File: src/rtl/vram_pkg.sv
// Shared definitions for the frame-buffer VRAM arbiter.
// Default widths, frame geometry and the arbiter op-state encoding.
package vram_pkg;

    localparam int DEF_ADDR_W = 17;
    localparam int DEF_DATA_W = 12;
    localparam int FB_W       = 320;
    localparam int FB_H       = 240;

    // Operation driven onto the BRAM port during the current cycle.
    typedef enum logic [1:0] {
        IDLE = 2'd0,
        RD   = 2'd1,
        WR   = 2'd2
    } arb_state_t;

endpackage

File: src/rtl/vram_wr_fifo.sv
// Write-post FIFO for the VRAM arbiter: DEPTH entries of {addr, data}.
// Storage is not reset; only pointers and occupancy are cleared.
module vram_wr_fifo
    import vram_pkg::*;
#(
    parameter int ADDR_W = DEF_ADDR_W,
    parameter int DATA_W = DEF_DATA_W,
    parameter int DEPTH  = 4,
    parameter int LVL_W  = $clog2(DEPTH) + 1
) (
    input  logic              clk,
    input  logic              rst,
    input  logic              push,
    input  logic [ADDR_W-1:0] push_addr,
    input  logic [DATA_W-1:0] push_data,
    input  logic              pop,
    output logic [ADDR_W-1:0] head_addr,
    output logic [DATA_W-1:0] head_data,
    output logic              full,
    output logic              empty,
    output logic [LVL_W-1:0]  level
);

    localparam int PTR_W = $clog2(DEPTH);

    logic [ADDR_W+DATA_W-1:0] store_q [DEPTH];
    logic [PTR_W-1:0]         wr_ptr_q, wr_ptr_d;
    logic [PTR_W-1:0]         rd_ptr_q, rd_ptr_d;
    logic [LVL_W-1:0]         count_q, count_d;

    // Next pointer and occupancy; DEPTH is a power of two so pointers wrap naturally.
    always_comb begin
        wr_ptr_d = wr_ptr_q;
        rd_ptr_d = rd_ptr_q;
        count_d  = count_q;
        if (push) wr_ptr_d = wr_ptr_q + PTR_W'(1);
        if (pop)  rd_ptr_d = rd_ptr_q + PTR_W'(1);
        case ({push, pop})
            2'b10:   count_d = count_q + LVL_W'(1);
            2'b01:   count_d = count_q - LVL_W'(1);
            default: count_d = count_q;
        endcase
    end

    // Pointer and occupancy registers; reset discards any queued words.
    always_ff @(posedge clk or posedge rst) begin
        if (rst) begin
            wr_ptr_q <= '0;
            rd_ptr_q <= '0;
            count_q  <= '0;
        end else begin
            wr_ptr_q <= wr_ptr_d;
            rd_ptr_q <= rd_ptr_d;
            count_q  <= count_d;
        end
    end

    // Entry storage, written at the tail on every accepted push.
    always_ff @(posedge clk) begin
        if (push) store_q[wr_ptr_q] <= {push_addr, push_data};
    end

    assign {head_addr, head_data} = store_q[rd_ptr_q];
    assign full  = (count_q == LVL_W'(DEPTH));
    assign empty = (count_q == '0);
    assign level = count_q;

endmodule

File: src/rtl/vram_arbiter.sv
// VRAM arbiter: shares one single-port frame-buffer BRAM between the display
// fetch path (absolute priority) and a FIFO-buffered writer that drains in
// cycles the display leaves free. Optional stall counter: VRAM_ARB_STALL_CNT_EN.
module vram_arbiter
    import vram_pkg::*;
#(
    parameter int ADDR_W     = DEF_ADDR_W,
    parameter int DATA_W     = DEF_DATA_W,
    parameter int FIFO_DEPTH = 4,
    parameter int RD_LAT     = 1
) (
    input  logic                          clk,
    input  logic                          rst,
    input  logic                          disp_req,
    input  logic [ADDR_W-1:0]             disp_addr,
    output logic                          disp_rvalid,
    output logic [DATA_W-1:0]             disp_rdata,
    input  logic                          wr_valid,
    output logic                          wr_ready,
    input  logic [ADDR_W-1:0]             wr_addr,
    input  logic [DATA_W-1:0]             wr_data,
    output logic                          mem_en,
    output logic                          mem_we,
    output logic [ADDR_W-1:0]             mem_addr,
    output logic [DATA_W-1:0]             mem_wdata,
    input  logic [DATA_W-1:0]             mem_rdata,
    output logic [$clog2(FIFO_DEPTH):0]   fifo_level,
    output logic                          busy
`ifdef VRAM_ARB_STALL_CNT_EN
    ,
    input  logic                          stall_clr,
    output logic [15:0]                   stall_cnt
`endif
);

    localparam int LVL_W = $clog2(FIFO_DEPTH) + 1;
    localparam int RV_W  = RD_LAT + 1;

    logic              fifo_push, fifo_pop, fifo_full, fifo_empty;
    logic [ADDR_W-1:0] head_addr;
    logic [DATA_W-1:0] head_data;

    arb_state_t        state_q, state_d;
    logic              mem_en_q, mem_en_d;
    logic              mem_we_q, mem_we_d;
    logic [ADDR_W-1:0] mem_addr_q, mem_addr_d;
    logic [DATA_W-1:0] mem_wdata_q, mem_wdata_d;
    logic [RV_W-1:0]   rv_sr_q, rv_sr_d;
    logic              rdy_en_q;

    // wr_ready stays low through reset and rises on the first edge after release.
    assign wr_ready  = rdy_en_q && !fifo_full;
    assign fifo_push = wr_valid && wr_ready;
    assign fifo_pop  = !disp_req && !fifo_empty;

    vram_wr_fifo #(
        .ADDR_W (ADDR_W),
        .DATA_W (DATA_W),
        .DEPTH  (FIFO_DEPTH),
        .LVL_W  (LVL_W)
    ) u_fifo (
        .clk       (clk),
        .rst       (rst),
        .push      (fifo_push),
        .push_addr (wr_addr),
        .push_data (wr_data),
        .pop       (fifo_pop),
        .head_addr (head_addr),
        .head_data (head_data),
        .full      (fifo_full),
        .empty     (fifo_empty),
        .level     (fifo_level)
    );

    // Op selection: display read first, else drain the FIFO head, else idle
    // with address/data held so the BRAM port does not toggle needlessly.
    always_comb begin
        state_d     = IDLE;
        mem_en_d    = 1'b0;
        mem_we_d    = 1'b0;
        mem_addr_d  = mem_addr_q;
        mem_wdata_d = mem_wdata_q;
        if (disp_req) begin
            state_d    = RD;
            mem_en_d   = 1'b1;
            mem_addr_d = disp_addr;
        end else if (!fifo_empty) begin
            state_d     = WR;
            mem_en_d    = 1'b1;
            mem_we_d    = 1'b1;
            mem_addr_d  = head_addr;
            mem_wdata_d = head_data;
        end
    end

    // Arbiter FSM with registered BRAM command outputs.
    always_ff @(posedge clk or posedge rst) begin
        if (rst) begin
            state_q     <= IDLE;
            mem_en_q    <= 1'b0;
            mem_we_q    <= 1'b0;
            mem_addr_q  <= '0;
            mem_wdata_q <= '0;
        end else begin
            state_q     <= state_d;
            mem_en_q    <= mem_en_d;
            mem_we_q    <= mem_we_d;
            mem_addr_q  <= mem_addr_d;
            mem_wdata_q <= mem_wdata_d;
        end
    end

    // Read-valid pipeline: one stage for the command register plus RD_LAT for the BRAM.
    always_comb begin
        rv_sr_d    = rv_sr_q;
        rv_sr_d[0] = disp_req;
        for (int i = 1; i < RV_W; i++) rv_sr_d[i] = rv_sr_q[i-1];
    end

    // Valid pipeline and post-reset ready enable; reset drops any in-flight reads.
    always_ff @(posedge clk or posedge rst) begin
        if (rst) begin
            rv_sr_q  <= '0;
            rdy_en_q <= 1'b0;
        end else begin
            rv_sr_q  <= rv_sr_d;
            rdy_en_q <= 1'b1;
        end
    end

    assign mem_en      = mem_en_q;
    assign mem_we      = mem_we_q;
    assign mem_addr    = mem_addr_q;
    assign mem_wdata   = mem_wdata_q;
    assign disp_rvalid = rv_sr_q[RD_LAT];
    assign disp_rdata  = disp_rvalid ? mem_rdata : '0;
    assign busy        = (fifo_level != '0) || (state_q != IDLE) || (|rv_sr_q);

`ifdef VRAM_ARB_STALL_CNT_EN
    logic [15:0] stall_cnt_q, stall_cnt_d;

    // Cycles where the writer has queued data but the display holds the port.
    always_comb begin
        stall_cnt_d = stall_cnt_q;
        if (stall_clr)
            stall_cnt_d = '0;
        else if (!fifo_empty && disp_req && (stall_cnt_q != 16'hFFFF))
            stall_cnt_d = stall_cnt_q + 16'd1;
    end

    // Saturating stall counter register.
    always_ff @(posedge clk or posedge rst) begin
        if (rst) stall_cnt_q <= '0;
        else     stall_cnt_q <= stall_cnt_d;
    end

    assign stall_cnt = stall_cnt_q;
`endif

endmodule

File: config.mk
export PLATFORM = sky130hd
export DESIGN_NAME = vram_arbiter
export DESIGN_NICKNAME = d
export VERILOG_FILES = /design/src/rtl/vram_pkg.sv /design/src/rtl/vram_wr_fifo.sv /design/src/rtl/vram_arbiter.sv
export SDC_FILE = /design/constraint.sdc
export NUM_CORES = 1
export LEC_CHECK = 0
export ABC_AREA = 1
export CAP_MARGIN = 20
export CORE_MARGIN = 2
export CORE_UTILIZATION = 53
export CTS_CLUSTER_SIZE = 24
export DETAILED_ROUTE_END_ITERATION = 16
export HOLD_SLACK_MARGIN = 0.08
export PLACE_DENSITY = 0.84
export SKIP_CTS_REPAIR_TIMING = 1
export SLEW_MARGIN = 40
export SYNTH_ARGS = -nofsm -noshare
export SYNTH_HDL_FRONTEND = slang
export SYNTH_SLANG_ARGS = --single-unit
File: constraint.sdc
create_clock -name clk -period 2.65 [get_ports clk]
set_input_delay 0.53 -clock clk [delete_from_list [all_inputs] [get_ports clk]]
set_output_delay 0.53 -clock clk [all_outputs]
set_load 0.01 [all_outputs]
==> results of run 1 <==
[critical path: cells and delay by family (launching register included)]
kind,cells,cell delay (ps)
AO/OA/AOI/OAI,1,270
buffers and inverters,1,600
AND/OR/NAND/NOR,1,110
flip-flops,1,450
[power by group through the flow]
stage               clock, mW  combinational [mW]  sequential [mW]
finish                   2.46                2.84             3.35
global route             2.58                3.16             3.39
CTS                      2.48                2.85             3.35
detailed placement          0                2.80             3.39
global placement            0                2.68             3.37
floorplan                   0                1.59             3.48
[cell families (layout without fill, tap and decap cells)]
| family | count (synthesis) | in the layout |
|---|---|---|
| AND/OR/NAND/NOR | 369 | 369 |
| flip-flops | 157 | 157 |
| buffers and inverters | 80 | 205 |
| AO/OA/AOI/OAI | 16 | 16 |
| adder cells (fa/ha/maj) | 6 | 6 |
| XOR/XNOR | 3 | 3 |
| other | 1 | 1 |
[cell type report]
class	instances	area [sq um]	share of cell area
clock buffers	23	467.9	0.05522
clock inverters	9	136.4	0.01609
inverters	53	202.7	0.02392
multi-input cells	395	1720	0.2030
flip-flops and latches	157	4511	0.5323
well taps	168	210.2	0.02480
repair buffers	120	1226	0.1447
[synthesized netlist by cell type, drive strengths merged, types with 2 or more instances]
master	count	area share
inv	53	0.031
nand2	252	0.14
ha	5	0.0095
xor2	2	0.0027
clkbuf	6	0.0034
nand3	44	0.036
nor2	58	0.034
o21ai	14	0.011
dfrtp	41	0.16
buf	21	0.021
or2	14	0.013
edfxtp	116	0.53
[flip-flops by register name (all words and copies together), names as in the netlist]
| signal | cells |
|---|---|
| mem_we | 1 |
| mem_en | 1 |
| u_fifo.wr_ptr_q | 2 |
| rv_sr_q | 2 |
| u_fifo.level | 3 |
| rdy_en_q | 1 |
| u_fifo.rd_ptr_q | 2 |
| u_fifo.store_q | 116 |
| mem_addr | 17 |
| mem_wdata | 12 |
[final timing paths]
kind / start / endpoint / depth (start not counted)
worst max-delay path: u_fifo.level[0]$_DFFE_PP0P_ / wr_ready / 3
worst min-delay path: rv_sr_q[0]$_DFF_PP0_ / rv_sr_q[1]$_DFF_PP0_ / 0
worst max register to register: u_fifo.level[0]$_DFFE_PP0P_ / u_fifo.level[2]$_DFFE_PP0P_ / 10
worst min register to register: rv_sr_q[0]$_DFF_PP0_ / rv_sr_q[1]$_DFF_PP0_ / 0
max in group asynchronous: rst / rdy_en_q$_DFF_PP0_ / 3
min in group asynchronous: rst / mem_wdata[10]$_DFFE_PP0P_ / 2
[through the flow]
step | utilization | instance area (sq um) | hold WS, ps
3_5_place_dp | 0.6524 | 7869 | 370.6
5_1_grt | 0.7026 | 8474 | 406.0
3_3_place_gp | 0.6524 | 7869 | 361.0
6_report | 0.7026 | 8474 | 381.4
2_1_floorplan | - | 6583 | 354.5
4_1_cts | 0.7025 | 8473 | 387.6
[cell usage in the layout, fill, tap and decap left out, drive strengths merged, types with 4 or more instances in the layout]
cell,instances
clkinv,4
dfrtp,41
buf,10
o21ai,14
edfxtp,116
clkdlybuf4s50,110
inv,53
nand3,44
nand2,252
clkbuf,23
nor2,58
or2,14
ha,5
[layer usage]
metal  wire [microns]  vias up  GRT usage
met5                0        -          0
met1             5554     2260     0.2588
met4              383        0     0.1181
li1                 -     2236          -
met3             1168       31    0.06328
met2             7368      220     0.3953
==> run metrics, run 1 <==
CP endpoint kind output port; fmax 420.4 MHz; XOR/XNOR share of the synthesized area 0.003992; WL per Instance 15.65 microns; die height 115.4 microns; register area share after synthesis 0.6850; largest net degree at the start of global routing 72; mux cell area share after synthesis 0; cts bufs inserted 17; RePlAce Congestion 0.8047; slew at the pin closest to its max-slew limit 726.1 ps; I/O Pins 111; Synth Net Count 700; CP max-delay cell clkdlybuf4s50_1; Seq pwr share 0.387; fin crit share 0.8976; TNS Setup 0 ps; Clk pwr share 0.284; worst-path fanout max 6; Async SR Flop Fraction 0.2611; EDFF count, synth 116; Avg Cell Area, Syn 10.42 sq um; first-pass GRT wire length 22830 microns; Core Footprint 12060 sq um; GRT Util Overall 0.2281; CTS tree yes; Slew Limit Fails 0; Syn Inst Count 632; adder-cell area share of the yosys netlist 0.01255; WL final 14470 microns; worst min path class reg2reg; Pint 5.787 mW; Startpoint Class flop; ys flop type edfxtp_1; clk sinks 157; Setup CP Type reg2out; post-place setup slack 331.5 ps; clock network latency to the later pin of the worst-skew pair 430 ps; Compound-Gate Fraction of Synth Area 0.01426; crit path DAT 1850 ps; post-DP HPWL 8510 microns; reg2reg setup slack 610 ps; RSZ-0062 raised after global routing false; vias post-DR 4747; Final Power 8.653 mW; Mapped Area 6583 sq um; Cell Pwr Density 1021 nW/um^2; # rows 40; Layout area overhead 28.74%; clock tree buffer depth 2; number of distinct library cells after synthesis 29; clock skew 9.260 ps; initial antenna violation count 0; Detail Route Antenna Nets 0; final setup vio count 0; port bufs 110; Leakage 3.575 nW; fill cell count 813; DRT Pass-1 Iters 5; status completed; switching pwr 2.866 mW; H-tree depth 4; Horiz. Die Dim 115.4 microns; Worst-path clk slew 60 ps; Yosys reg bits 157; cells along the critical path nor2_4, a21boi_0, clkdlybuf4s50_1; Non-Filler Instances 925; relative slew slack 0.5160; switching share of power 0.3312; antenna cells 0; total of max-cap violations 0; Detailed Route Iter0 Violations 507; combinational power share 0.328; Final #Nets 812; DRC 0; total congestion overflow 0; die area 13330 sq um; worst setup slack after layout 271.4 ps; layout cells sized above 1 0.06869; Final Hold Viols 0; Starting Density 0.5457; CP peak stage delay 600 ps; number of global-route vias before repair 4891; largest family of logic cells by synthesized area simple AND/OR/NAND/NOR gates; simple-gate share of the synthesized area 0.2285; clk root buf clkbuf_16; crit path time final 2379 ps; VDD IR max 473.7 uV; Yosys warnings 0; Worst EP required 2120 ps; Via-to-Cell Ratio 5.132; # placed instances 893
Power figures use the tool's default switching activity.
==> inputs of run 2 (changes only) <==
--- a/config.mk
+++ b/config.mk
@@ -7,7 +7,7 @@
 export LEC_CHECK = 0
 export ABC_AREA = 1
 export CAP_MARGIN = 20
-export CORE_MARGIN = 2
+export CORE_MARGIN = 4
 export CORE_UTILIZATION = 53
 export CTS_CLUSTER_SIZE = 24
 export DETAILED_ROUTE_END_ITERATION = 16
==> run metrics, run 2 (synthesis gave the netlist of run 1 again) <==
WL final 14110 microns; Cell Pwr Density 1021 nW/um^2; fmax 427.1 MHz; Detail Route Antenna Nets 0; port bufs 110; FF-to-FF End u_fifo.level[2]$_DFFE_PP0P_; Leakage 3.575 nW; RePlAce Congestion 0.7598; crit path time final 2341 ps; fin util 0.7034; Detailed Route Iter0 Violations 330; die area 14270 sq um; # placed instances 891; H-tree depth 4; switching pwr 2.837 mW; most flop-heavy register u_fifo.store_q; worst setup slack after layout 308.8 ps; # rows 40; most common cell after layout, fill and taps aside nand2_1; worst min path class reg2reg; worst-path fanout max 6; Final #Nets 810; Worst EP required 2120 ps; reg2reg setup slack 590 ps; Seq pwr share 0.387; clk root buf clkbuf_16; clock tree buffer depth 2; I/O Pins 111; layout cells sized above 1 0.06755; antenna cells 0; Layout area overhead 28.89%; Reg2Reg Depth 10; total of max-cap violations 0; CTS tree yes; Via-to-Cell Ratio 4.966; combinational power share 0.325; Pint 5.828 mW; die height 119.4 microns; RSZ-0062 raised after global routing false; DRT Pass-1 Iters 4; GRT Util Overall 0.2055; vias post-DR 4584; Startpoint Class flop; max FFs per register 116; status completed; clock network latency to the later pin of the worst-skew pair 420 ps; final setup vio count 0; Final Power 8.665 mW; cts bufs inserted 17; Setup CP Type reg2out; Horiz. Die Dim 119.4 microns; DRC 0; fin crit share 0.8835; Clk pwr share 0.288; clock skew 7.686 ps; Critical Path Start u_fifo.level[0]$_DFFE_PP0P_; post-place setup slack 307.3 ps; crit path DAT 1810 ps; largest net degree at the start of global routing 72; Final Hold Viols 0; total congestion overflow 0; crit path to wr_ready; Core Footprint 12060 sq um; Slew Limit Fails 0; Non-Filler Instances 923; Worst R2R Start u_fifo.level[0]$_DFFE_PP0P_; clk sinks 157; relative slew slack 0.5180; fill cell count 817; TNS Setup 0 ps; VDD IR max 572.2 uV; first-pass GRT wire length 22940 microns; CP endpoint kind output port; most frequent cells in the layout 251 x nand2_1, 116 x edfxtp_1, 110 x clkdlybuf4s50_1; slew at the pin closest to its max-slew limit 723.1 ps; Starting Density 0.5457; switching share of power 0.3274; Worst-path clk slew 60 ps; number of global-route vias before repair 4709; WL per Instance 15.28 microns; post-DP HPWL 8600 microns; initial antenna violation count 0
run 2: cell count changes in the layout (fill, tap and decap cells not counted), sizes merged:
cell      before  now
bufinv         3    2
inv           53   52
buf           10    8
clkinvlp       2    3
clkbuf        23   24
run 2: power by group through the flow:
| stage | registers, mW | clock network [mW] | logic, mW |
|---|---|---|---|
| after detailed placement | 3.40 | 0 | 2.80 |
| after global placement | 3.37 | 0 | 2.69 |
| after global routing | 3.41 | 2.62 | 3.15 |
| after floorplan | 3.48 | 0 | 1.59 |
| after CTS | 3.36 | 2.52 | 2.83 |
| final | 3.35 | 2.50 | 2.81 |
run 2: worst min path at each step:
stage          cells after the start                 start  slack, ps              endpoint
2_1_floorplan                      0  rv_sr_q[0]$_DFF_PP0_        350  rv_sr_q[1]$_DFF_PP0_
4_1_cts                            0  rv_sr_q[0]$_DFF_PP0_        380  rv_sr_q[1]$_DFF_PP0_
3_3_place_gp                       0  rv_sr_q[0]$_DFF_PP0_        360  rv_sr_q[1]$_DFF_PP0_
5_1_grt                            0  rv_sr_q[0]$_DFF_PP0_        390  rv_sr_q[1]$_DFF_PP0_
3_5_place_dp                       0  rv_sr_q[0]$_DFF_PP0_        360  rv_sr_q[1]$_DFF_PP0_
6_report                           0  rv_sr_q[0]$_DFF_PP0_        380  rv_sr_q[1]$_DFF_PP0_
run 2: area by class of cell:
cell class,count,area [sq um],area share
clock inverter,8,101.3,0.01195
tap,168,210.2,0.02478
clock buffer,24,525.5,0.06194
inverter,53,205.2,0.02419
timing repair buffer,118,1211,0.1428
sequential,157,4511,0.5316
multi-input combinational,395,1720,0.2028
run 2: stage by stage:
stage / cell area, sq um / hold WS [ps]
after floorplan: 6583 / 354.5
after global placement: 7854 / 360.3
after detailed placement: 7856 / 363.2
after CTS: 8483 / 377.9
after global routing: 8484 / 386.7
final: 8484 / 375.4
run 2: worst max-delay path: stages, from the launching register on:
cell	delay [ps]
dfrtp_1	450
nor2_4	110
a21boi_0	250
clkdlybuf4s50_1	590
run 2: per-layer routing:
layer | vias up | wire length (microns) | global-route usage | share of wire
met5 | - | 0 | 0 | 0
met4 | 0 | 277 | 0.08447 | 0.020
met3 | 27 | 1127 | 0.05508 | 0.080
met2 | 198 | 7044 | 0.3443 | 0.50
met1 | 2124 | 5659 | 0.2535 | 0.40
li1 | 2235 | - | - | -
==> inputs of run 3 (changes only) <==
--- a/config.mk
+++ b/config.mk
@@ -8,13 +8,14 @@
 export ABC_AREA = 1
 export CAP_MARGIN = 20
 export CORE_MARGIN = 4
-export CORE_UTILIZATION = 53
+export CORE_UTILIZATION = 57
 export CTS_CLUSTER_SIZE = 24
 export DETAILED_ROUTE_END_ITERATION = 16
 export HOLD_SLACK_MARGIN = 0.08
-export PLACE_DENSITY = 0.84
+export PLACE_DENSITY = 0.89
 export SKIP_CTS_REPAIR_TIMING = 1
 export SLEW_MARGIN = 40
 export SYNTH_ARGS = -nofsm -noshare
 export SYNTH_HDL_FRONTEND = slang
+export SYNTH_HIERARCHICAL = 1
 export SYNTH_SLANG_ARGS = --single-unit
==> constraint.sdc (replaced) <==
create_clock -name clk -period 2.8 [get_ports clk]
set_input_delay 0.56 -clock clk [delete_from_list [all_inputs] [get_ports clk]]
set_output_delay 0.56 -clock clk [all_outputs]
set_load 0.01 [all_outputs]
==> run metrics, run 3 <==
worst-path fanout max 14; cells along the critical path nand2_1, inv_1, clkdlybuf4s50_1; Horiz. Die Dim 115.7 microns; Cell Pwr Density 965.1 nW/um^2; # placed instances 813; most frequent cells in the layout 169 x nand2_1, 116 x edfxtp_1, 110 x clkdlybuf4s50_1; clk sinks 157; Yosys warnings 6; Avg Cell Area, Syn 11.54 sq um; Post-synth top cells 169 x nand2_1, 116 x edfxtp_1, 86 x inv_1; clock skew 12.40 ps; fin crit share 0.8247; total congestion overflow 0; Synth area leader edfxtp_1; DRC 0; Yosys reg bits 157; max FFs per register 116; CP peak stage delay 570 ps; Non-Filler Instances 845; Async SR Flop Fraction 0.2611; Slew Limit Fails 0; CP max-delay cell dfrtp_1; clock tree buffer depth 2; TNS Setup 0 ps; GRT Util Overall 0.2380; I/O Pins 111; RePlAce Congestion 0.7884; most common cell after layout, fill and taps aside nand2_1; Final #Nets 757; register area share after synthesis 0.6822; Syn Inst Count 573; most flop-heavy register u_fifo/store_q; CP endpoint kind output port; count leader, synth nand2_1; final setup vio count 0; worst min path class reg2reg; clk root buf clkbuf_16; clock network latency to the later pin of the worst-skew pair 420 ps; Detailed Route Iter0 Violations 337; Starting Density 0.5814; vias post-DR 4551; antenna cells 0; Setup CP Type reg2out; total of max-cap violations 0; Layout area overhead 28.15%; fill cell count 730; Via-to-Cell Ratio 5.386; number of global-route vias before repair 4801; VDD IR max 680.4 uV; relative slew slack 0.4734; crit path time final 2309 ps; fmax 433.1 MHz; # rows 39; Leakage 3.572 nW; layout cells sized above 1 0.1011; die area 13380 sq um; Mapped Area 6610 sq um; Synth top area share 0.5270; first-pass GRT wire length 23730 microns; Final Hold Viols 0; die height 115.7 microns; cts bufs inserted 17; WL final 15170 microns; number of distinct library cells after synthesis 24; Synth area leaders edfxtp_1 53%, dfrtp_1 16%, nand2_1 9.6%; Startpoint Class flop; status completed; CTS tree yes; Core Footprint 11370 sq um; Synth Net Count 641; Worst-path clk slew 60 ps; largest net degree at the start of global routing 68; post-DP HPWL 9600 microns; initial antenna violation count 0; DRT Pass-1 Iters 5; Worst EP required 2240 ps; RSZ-0062 raised after global routing false; H-tree depth 4; EDFF count, synth 116; crit path DAT 1750 ps; slew at the pin closest to its max-slew limit 788.8 ps; Detail Route Antenna Nets 0; ys flop type edfxtp_1; WL per Instance 17.95 microns; port bufs 110
[run 3: cells by family (layout without fill, tap and decap cells)]
kind of cell    count (synthesis)  count (layout)  synth area share
fa+ha+maj                       6               6           0.01249
compound gates                 72              72           0.09161
xor+xnor                        4               4          0.005301
flops                         157             157            0.6822
simple gates                  214             214            0.1297
other cells                     1               1         0.0005673
buf+inv                       119             248           0.07817
[run 3: layout make-up]
type / instances / area (sq um) / share of cell area
clock buffer: 17 / 425.4 / 0.05022
clock inverter: 15 / 170.2 / 0.02009
inverter: 88 / 330.3 / 0.03900
multi-input combinational: 297 / 1592 / 0.1879
sequential: 157 / 4513 / 0.5328
tap: 143 / 178.9 / 0.02112
timing repair buffer: 128 / 1261 / 0.1489
[run 3: per-stage QoR]
stage	setup WS, ps	power (mW)	instance area (sq um)	hold WS, ps	util
6_report	490.9	8.175	8471	384.8	0.7450
3_5_place_dp	411.5	5.858	7875	372.0	0.6926
5_1_grt	375.2	8.615	8471	410.4	0.7450
3_3_place_gp	425.8	5.720	7875	363.2	0.6926
2_1_floorplan	765.3	4.852	6610	354.6	-
4_1_cts	459.7	8.206	8471	386.0	0.7450
[run 3: power breakdown]
part / internal (mW) / leakage, nW / switching (mW)
clock: 1.40 / 0.276 / 0.914
sequential: 2.95 / 1.54 / 0.371
combinational: 1.10 / 1.75 / 1.44
[run 3: metal layers]
metal / share of wire / vias to the layer above / GRT usage
li1: - / 2141 / -
met1: 0.38 / 2179 / 0.2791
met2: 0.52 / 205 / 0.4190
met3: 0.081 / 26 / 0.06162
met4: 0.020 / 0 / 0.09667
met5: 0 / - / 0
[run 3: critical path: cells and delay by family, from the launching register on]
kind | cells | cell delay [ps]
buf+inv | 2 | 610
flops | 1 | 570
simple gates | 1 | 150
[run 3: final timing paths]
| kind | start | endpoint | slack, ps | cells after the start |
|---|---|---|---|---|
| min reg2reg | rv_sr_q[0]$_DFF_PP0_ | rv_sr_q[1]$_DFF_PP0_ | 380 | 0 |
| min | rv_sr_q[0]$_DFF_PP0_ | rv_sr_q[1]$_DFF_PP0_ | 380 | 0 |
| max reg2reg | u_fifo/level[2]$_DFFE_PP0P_ | u_fifo/level[2]$_DFFE_PP0P_ | 710 | 12 |
| max | rv_sr_q[1]$_DFF_PP0_ | disp_rdata[10] | 490 | 3 |
| min in group asynchronous | rst | u_fifo/level[1]$_DFFE_PP0P_ | 450 | 2 |
| max in group asynchronous | rst | mem_wdata[2]$_DFFE_PP0P_ | 1600 | 3 |
